## src/rtl/fft_sample_loader.sv

```systemverilog
// fft_sample_loader
//   Buffers one frame of NUMSAMPLES serial samples and answers the fft's
//   ld_data/ld_done load handshake by presenting the frame four words per
//   cycle. Sample n goes to bank (n mod 4) at bank address (n div 4).
//
// Ports
//   clk        clock, all logic on posedge
//   rst_n      synchronous reset, active low
//   s_valid    upstream sample valid
//   s_ready    loader accepts a sample (only in FILL, low during reset)
//   s_data     upstream sample word
//   ld_data    load request from the fft (pulse or level)
//   ld_done    frame fully presented; held while ld_data stays high
//   ld_valid   data_in0..3 / ld_addr carry a valid group this cycle
//   ld_addr    bank address of the current group
//   data_in0-3 bank 0..3 words, sample 4*ld_addr+K
//   frame_rdy  buffer holds a complete frame
module fft_sample_loader #(
  parameter int WORDSIZE   = 16,
  parameter int NUMSAMPLES = 32,
  parameter int ADDRSIZE   = 3
) (
  input  logic                clk,
  input  logic                rst_n,
  input  logic                s_valid,
  output logic                s_ready,
  input  logic [WORDSIZE-1:0] s_data,
  input  logic                ld_data,
  output logic                ld_done,
  output logic                ld_valid,
  output logic [ADDRSIZE-1:0] ld_addr,
  output logic [WORDSIZE-1:0] data_in0,
  output logic [WORDSIZE-1:0] data_in1,
  output logic [WORDSIZE-1:0] data_in2,
  output logic [WORDSIZE-1:0] data_in3,
  output logic                frame_rdy
);

  // Sample index is {group, bank}, so it is two bits wider than the group address.
  localparam int CNTW = ADDRSIZE + 2;
  localparam logic [CNTW-1:0]     LAST_SMP = CNTW'(NUMSAMPLES - 1);
  localparam logic [ADDRSIZE-1:0] LAST_GRP = ADDRSIZE'(NUMSAMPLES / 4 - 1);

  typedef enum logic [1:0] {
    ST_FILL,
    ST_READY,
    ST_LOAD,
    ST_DONE
  } state_t;

  state_t              r_state;
  state_t              w_state_nxt;
  logic [CNTW-1:0]     r_count;
  logic                r_req_pend;
  logic [WORDSIZE-1:0] r_buf [NUMSAMPLES];

  logic                w_accept;
  logic                w_last_smp;
  logic                w_last_grp;
  logic                w_load_entry;
  logic                w_req_capture;
  logic [ADDRSIZE-1:0] w_grp_nxt_p0;

  logic                r_vld_p1;
  logic                r_done_p1;
  logic                r_frame_rdy_p1;
  logic [ADDRSIZE-1:0] r_ld_addr_p1;
  logic [WORDSIZE-1:0] r_dat_p1 [4];

  // Ready is a pure function of state, forced low while reset is asserted.
  assign s_ready       = rst_n && (r_state == ST_FILL);
  assign w_accept      = s_ready && s_valid;
  assign w_last_smp    = (r_count == LAST_SMP);
  assign w_last_grp    = (r_ld_addr_p1 == LAST_GRP);
  assign w_load_entry  = (r_state == ST_READY) && (w_state_nxt == ST_LOAD);
  // Requests are only remembered while the frame is still being built or waiting.
  assign w_req_capture = ld_data && ((r_state == ST_FILL) || (r_state == ST_READY));

  // Next-state and next-group selection
  always_comb begin
    w_state_nxt  = r_state;
    w_grp_nxt_p0 = '0;
    case (r_state)
      ST_FILL: begin
        if (w_accept && w_last_smp) w_state_nxt = ST_READY;
      end
      ST_READY: begin
        // A request seen this very cycle counts, not only the latched one.
        if (r_req_pend || ld_data) w_state_nxt = ST_LOAD;
      end
      ST_LOAD: begin
        w_grp_nxt_p0 = r_ld_addr_p1 + ADDRSIZE'(1);
        if (w_last_grp) w_state_nxt = ST_DONE;
      end
      ST_DONE: begin
        if (!ld_data) w_state_nxt = ST_FILL;
      end
      default: w_state_nxt = ST_FILL;
    endcase
  end

  always_ff @(posedge clk) begin
    if (!rst_n) r_state <= ST_FILL;
    else        r_state <= w_state_nxt;
  end

  always_ff @(posedge clk) begin
    if (!rst_n) begin
      r_count    <= '0;
      r_req_pend <= 1'b0;
    end else begin
      // No wrap: after the last sample FILL is left, so the count restarts at 0.
      if (w_accept) r_count <= w_last_smp ? '0 : r_count + CNTW'(1);
      if (w_load_entry)       r_req_pend <= 1'b0;
      else if (w_req_capture) r_req_pend <= 1'b1;
    end
  end

  // Frame buffer; contents are don't-care after reset, so it carries none.
  always_ff @(posedge clk) begin
    if (w_accept) r_buf[r_count] <= s_data;
  end

  // Output register stage (p1): loaded from the next state so that group i
  // is on the outputs during LOAD cycle i.
  always_ff @(posedge clk) begin
    if (!rst_n) begin
      r_vld_p1       <= 1'b0;
      r_done_p1      <= 1'b0;
      r_frame_rdy_p1 <= 1'b0;
      r_ld_addr_p1   <= '0;
      for (int k = 0; k < 4; k++) r_dat_p1[k] <= '0;
    end else begin
      r_vld_p1       <= (w_state_nxt == ST_LOAD);
      r_done_p1      <= (w_state_nxt == ST_DONE);
      r_frame_rdy_p1 <= (w_state_nxt != ST_FILL);
      // Data and address hold their last group whenever no group is presented.
      if (w_state_nxt == ST_LOAD) begin
        r_ld_addr_p1 <= w_grp_nxt_p0;
        for (int k = 0; k < 4; k++) r_dat_p1[k] <= r_buf[{w_grp_nxt_p0, 2'(k)}];
      end
    end
  end

  assign ld_valid  = r_vld_p1;
  assign ld_done   = r_done_p1;
  assign frame_rdy = r_frame_rdy_p1;
  assign ld_addr   = r_ld_addr_p1;
  assign data_in0  = r_dat_p1[0];
  assign data_in1  = r_dat_p1[1];
  assign data_in2  = r_dat_p1[2];
  assign data_in3  = r_dat_p1[3];

endmodule

```

## config.mk

```make
export PLATFORM = sky130hd
export DESIGN_NAME = fft_sample_loader
export DESIGN_NICKNAME = d
export VERILOG_FILES = /design/src/rtl/fft_sample_loader.sv
export SDC_FILE = /design/constraint.sdc
export NUM_CORES = 1
export LEC_CHECK = 0
export ABC_AREA = 0
export ABC_CLOCK_PERIOD_IN_PS = 5100
export CORE_ASPECT_RATIO = 0.5
export CORE_MARGIN = 2
export CORE_UTILIZATION = 30
export CTS_BUF_LIST = sky130_fd_sc_hd__clkbuf_4
export CTS_CLUSTER_DIAMETER = 40
export CTS_CLUSTER_SIZE = 14
export DETAILED_ROUTE_END_ITERATION = 16
export PLACE_DENSITY_LB_ADDON = 0.05
export SETUP_SLACK_MARGIN = 0.5
export SYNTH_ARGS = -nofsm -noshare
export SYNTH_HDL_FRONTEND = slang
export SYNTH_SLANG_ARGS = --single-unit
```

## constraint.sdc

```tcl
create_clock -name clk -period 5.1 [get_ports clk]
set_input_delay 1.02 -clock clk [delete_from_list [all_inputs] [get_ports clk]]
set_output_delay 1.02 -clock clk [all_outputs]
set_load 0.03 [all_outputs]
```

==> impl_metrics.csv <==
group,metric,value,unit
clocking,cts-resized-gates,0,
timing,rsz0062_at_grt,"false",
grt,overflow,0,
floorplan,start_util,30.5,%
clocking,clockBufferDepth,3,
timing,finalSetupViolCount,0,
clocking,clk_pin_slew,0.12,ns
clocking,tritoncts,"yes",
layout,drive_above_1_share,15.9,%
setup_path,cp.required,4.08,ns
pwr,p_total,8.58,mW
clocking,cts_hold_buffers,0,
logic_synthesis,yosys.area.top_type_share,72.9,%
pwr,power_density,317,nW/um^2
placed_design,dp_hpwl,37400,um
setup_path,worstSetupEndpointType,"primary output",
timing,relSlewSlack,30.2,%
logic_synthesis,yosysTopAreaCell,"edfxtp_1",
grt,grt_max_degree,100,
setup_path,critPathMaxFanout,42,
pwr,leakage,8.00,nW
drt,drtAntennaViolNets,0,
timing,fin_skew,0.0551,ns
timing,fmax,245,MHz
timing,hold_viol_final,0,
timing,finalMaxSlewViolations,0,
grt,grt_pass1_vias,14200,
floorplan,coreArea,77700,um^2
logic_synthesis,ys_types,42,
layout,area_growth,13.9,%
timing,worst_pin_slew,1.05,ns
clocking,cts_setup_buffers,0,
logic_synthesis,ys_ff_latch,590,
clocking,cts_sinks,590,
grt,antenna_found_initial,3,
logic_synthesis,synth_most_common_cell,"edfxtp_1",
logic_synthesis,syn_nets,1552,
drt,drt_iter0_markers,1072,
floorplan,die_w,402,um
logic_synthesis,synth_area_leaders,"edfxtp_1, mux2i_1, o221a_2, nor4bb_1, nor2_1",
outcome,status,"finished, final reports clean",
logic_synthesis,synth_edf_count,576,
setup_path,cp-start-kind,"flop",
clocking,numCtsBuffers,70,
setup_path,crit_arrival,3.07,ns
logic_synthesis,yosysWarnings,0,
job,drv_cap,0,
grt,grt_pass1_wl,99000,um
logic_synthesis,synthFlopType,"edfxtp_1",
layout,fill_cells,7417,
layout,fin_nets,1666,
timing,fin_setup_tns,0,ns
placed_design,port_buffers,90,
logic_synthesis,async_flop_share,0,%
logic_synthesis,synthTopCellsByCount,"edfxtp_1, nor2_1, mux2i_1",
logic_synthesis,synth_cells,1525,
layout,finish.utilization,34.8,%
clocking,clockRootBuffer,"clkbuf_4",
logic_synthesis,synth_area_per_cell,15.6,um^2
setup_path,crit_type,"flop to primary output",
grt,grt_usage,16.8,%
floorplan,pin_count,91,
drt,drc_errors,0,
drt,vias_per_cell,5.04,
hold_path,hold_path_class,"flop to flop",
floorplan,die_h,203,um
clocking,clk_latency,0.88,ns
floorplan,dieArea,81500,um^2
timing,fin_crit_sh,80.1,%
clocking,cts_max_level,3,
timing,min_period,4.09,ns
drt,vias,13800,
placed_design,gp_congestion,0.701,
drt,routedWlPerCell,25.0,um
logic_synthesis,ys_seq_area_share,74.1,%
drt,dr.pass1.iters,5,
floorplan,rows,72,
drt,wirelength,68300,um
logic_synthesis,synthesis.area,23700,um^2
pwr,peakVddDrop,116,uV
==> final timing paths <==
kind | startpoint | to | slack (ns) | depth (start not counted)
worst min-delay path | ld_addr[1] | ld_addr[1] | 0.52 | 1
worst max register to register | ld_addr[0] | r_dat_p1[0][55] | 1.52 | 8
worst min register to register | ld_addr[1] | ld_addr[1] | 0.52 | 1
worst max-delay path | r_state[1] | s_ready | 1.01 | 3
==> cells in the final DEF, fill, tap and decap left out, types with 7 or more instances in the layout <==
| master | n |
|---|---|
| o21ai_1 | 44 |
| clkdlybuf4s50_1 | 88 |
| clkbuf_4 | 78 |
| nand2_1 | 76 |
| o21ai_0 | 88 |
| o2111ai_1 | 64 |
| nor2_1 | 163 |
| clkinv_2 | 12 |
| bufinv_16 | 7 |
| nor4bb_1 | 64 |
| dfxtp_1 | 11 |
| inv_6 | 10 |
| a21oi_1 | 66 |
| edfxtp_1 | 576 |
| mux2i_1 | 128 |
| buf_4 | 70 |
| o221a_2 | 58 |
==> flip-flops by register name (all words and copies together) (netlist names) <==
register    flops
ld_done         1
r_state         2
ld_addr         3
ld_valid        1
r_dat_p1       64
r_buf         512
frame_rdy       1
r_req_pend      1
r_count         5
==> where the power goes <==
group | switching, mW | leakage [nW] | total [mW] | internal, mW
clock network | 1.81 | 0.602 | 2.98 | 1.17
logic | 0.181 | 2.02 | 0.245 | 0.0635
registers | 0.0161 | 5.38 | 5.35 | 5.34
total | 2.00 | 8.00 | 8.58 | 6.57
==> cells by family after synthesis <==
logic type | share of synthesized area [%]
DFF | 74.1
AOI/OAI and AO/OA | 10.0
and+or+nand+nor | 7.48
muxes | 5.40
buffers and inverters | 2.63
adders and majority gates | 0.369
==> worst max-delay path, stage by stage, from the launching register on <==
cell and delay (ns):
dfxtp_2 0.84, buf_4 0.59, nor3b_2 0.11, clkdlybuf4s50_1 0.62
==> cell type report <==
| type | count | area, um^2 | area share [%] |
|---|---|---|---|
| tap | 1036 | 1300 | 4.80 |
| sequential | 590 | 17600 | 65.1 |
| clock inverter | 48 | 483 | 1.79 |
| antenna | 6 | 15.0 | 0.0555 |
| inverter | 6 | 23.8 | 0.0880 |
| clock buffer | 78 | 586 | 2.17 |
| multi-input combinational | 808 | 5560 | 20.6 |
| timing repair buffer | 163 | 1480 | 5.46 |
==> routing by layer <==
layer / vias up / GRT usage (%) / routed length (um)
met4: 0 / 3.80 / 1110
met1: 7135 / 24.7 / 33300
met5: - / 0 / 0
met2: 309 / 25.8 / 30500
met3: 87 / 3.04 / 3350
li1: 6256 / - / -
==> through the flow <==
step | setup WS, ns | instance area, um^2 | hold WS (ns) | std cells
final | 1.01 | 27000 | 0.519 | 2735
after global routing | 0.823 | 27000 | 0.541 | 2731
after CTS | 0.882 | 27000 | 0.528 | 2729
after detailed placement | 1.27 | 25900 | 0.507 | 2603
after global placement | 1.28 | 25900 | 0.489 | 2603
after floorplan | 2.15 | 23700 | 0.492 | 1525
Note: power is estimated with default switching activity, not from simulation.
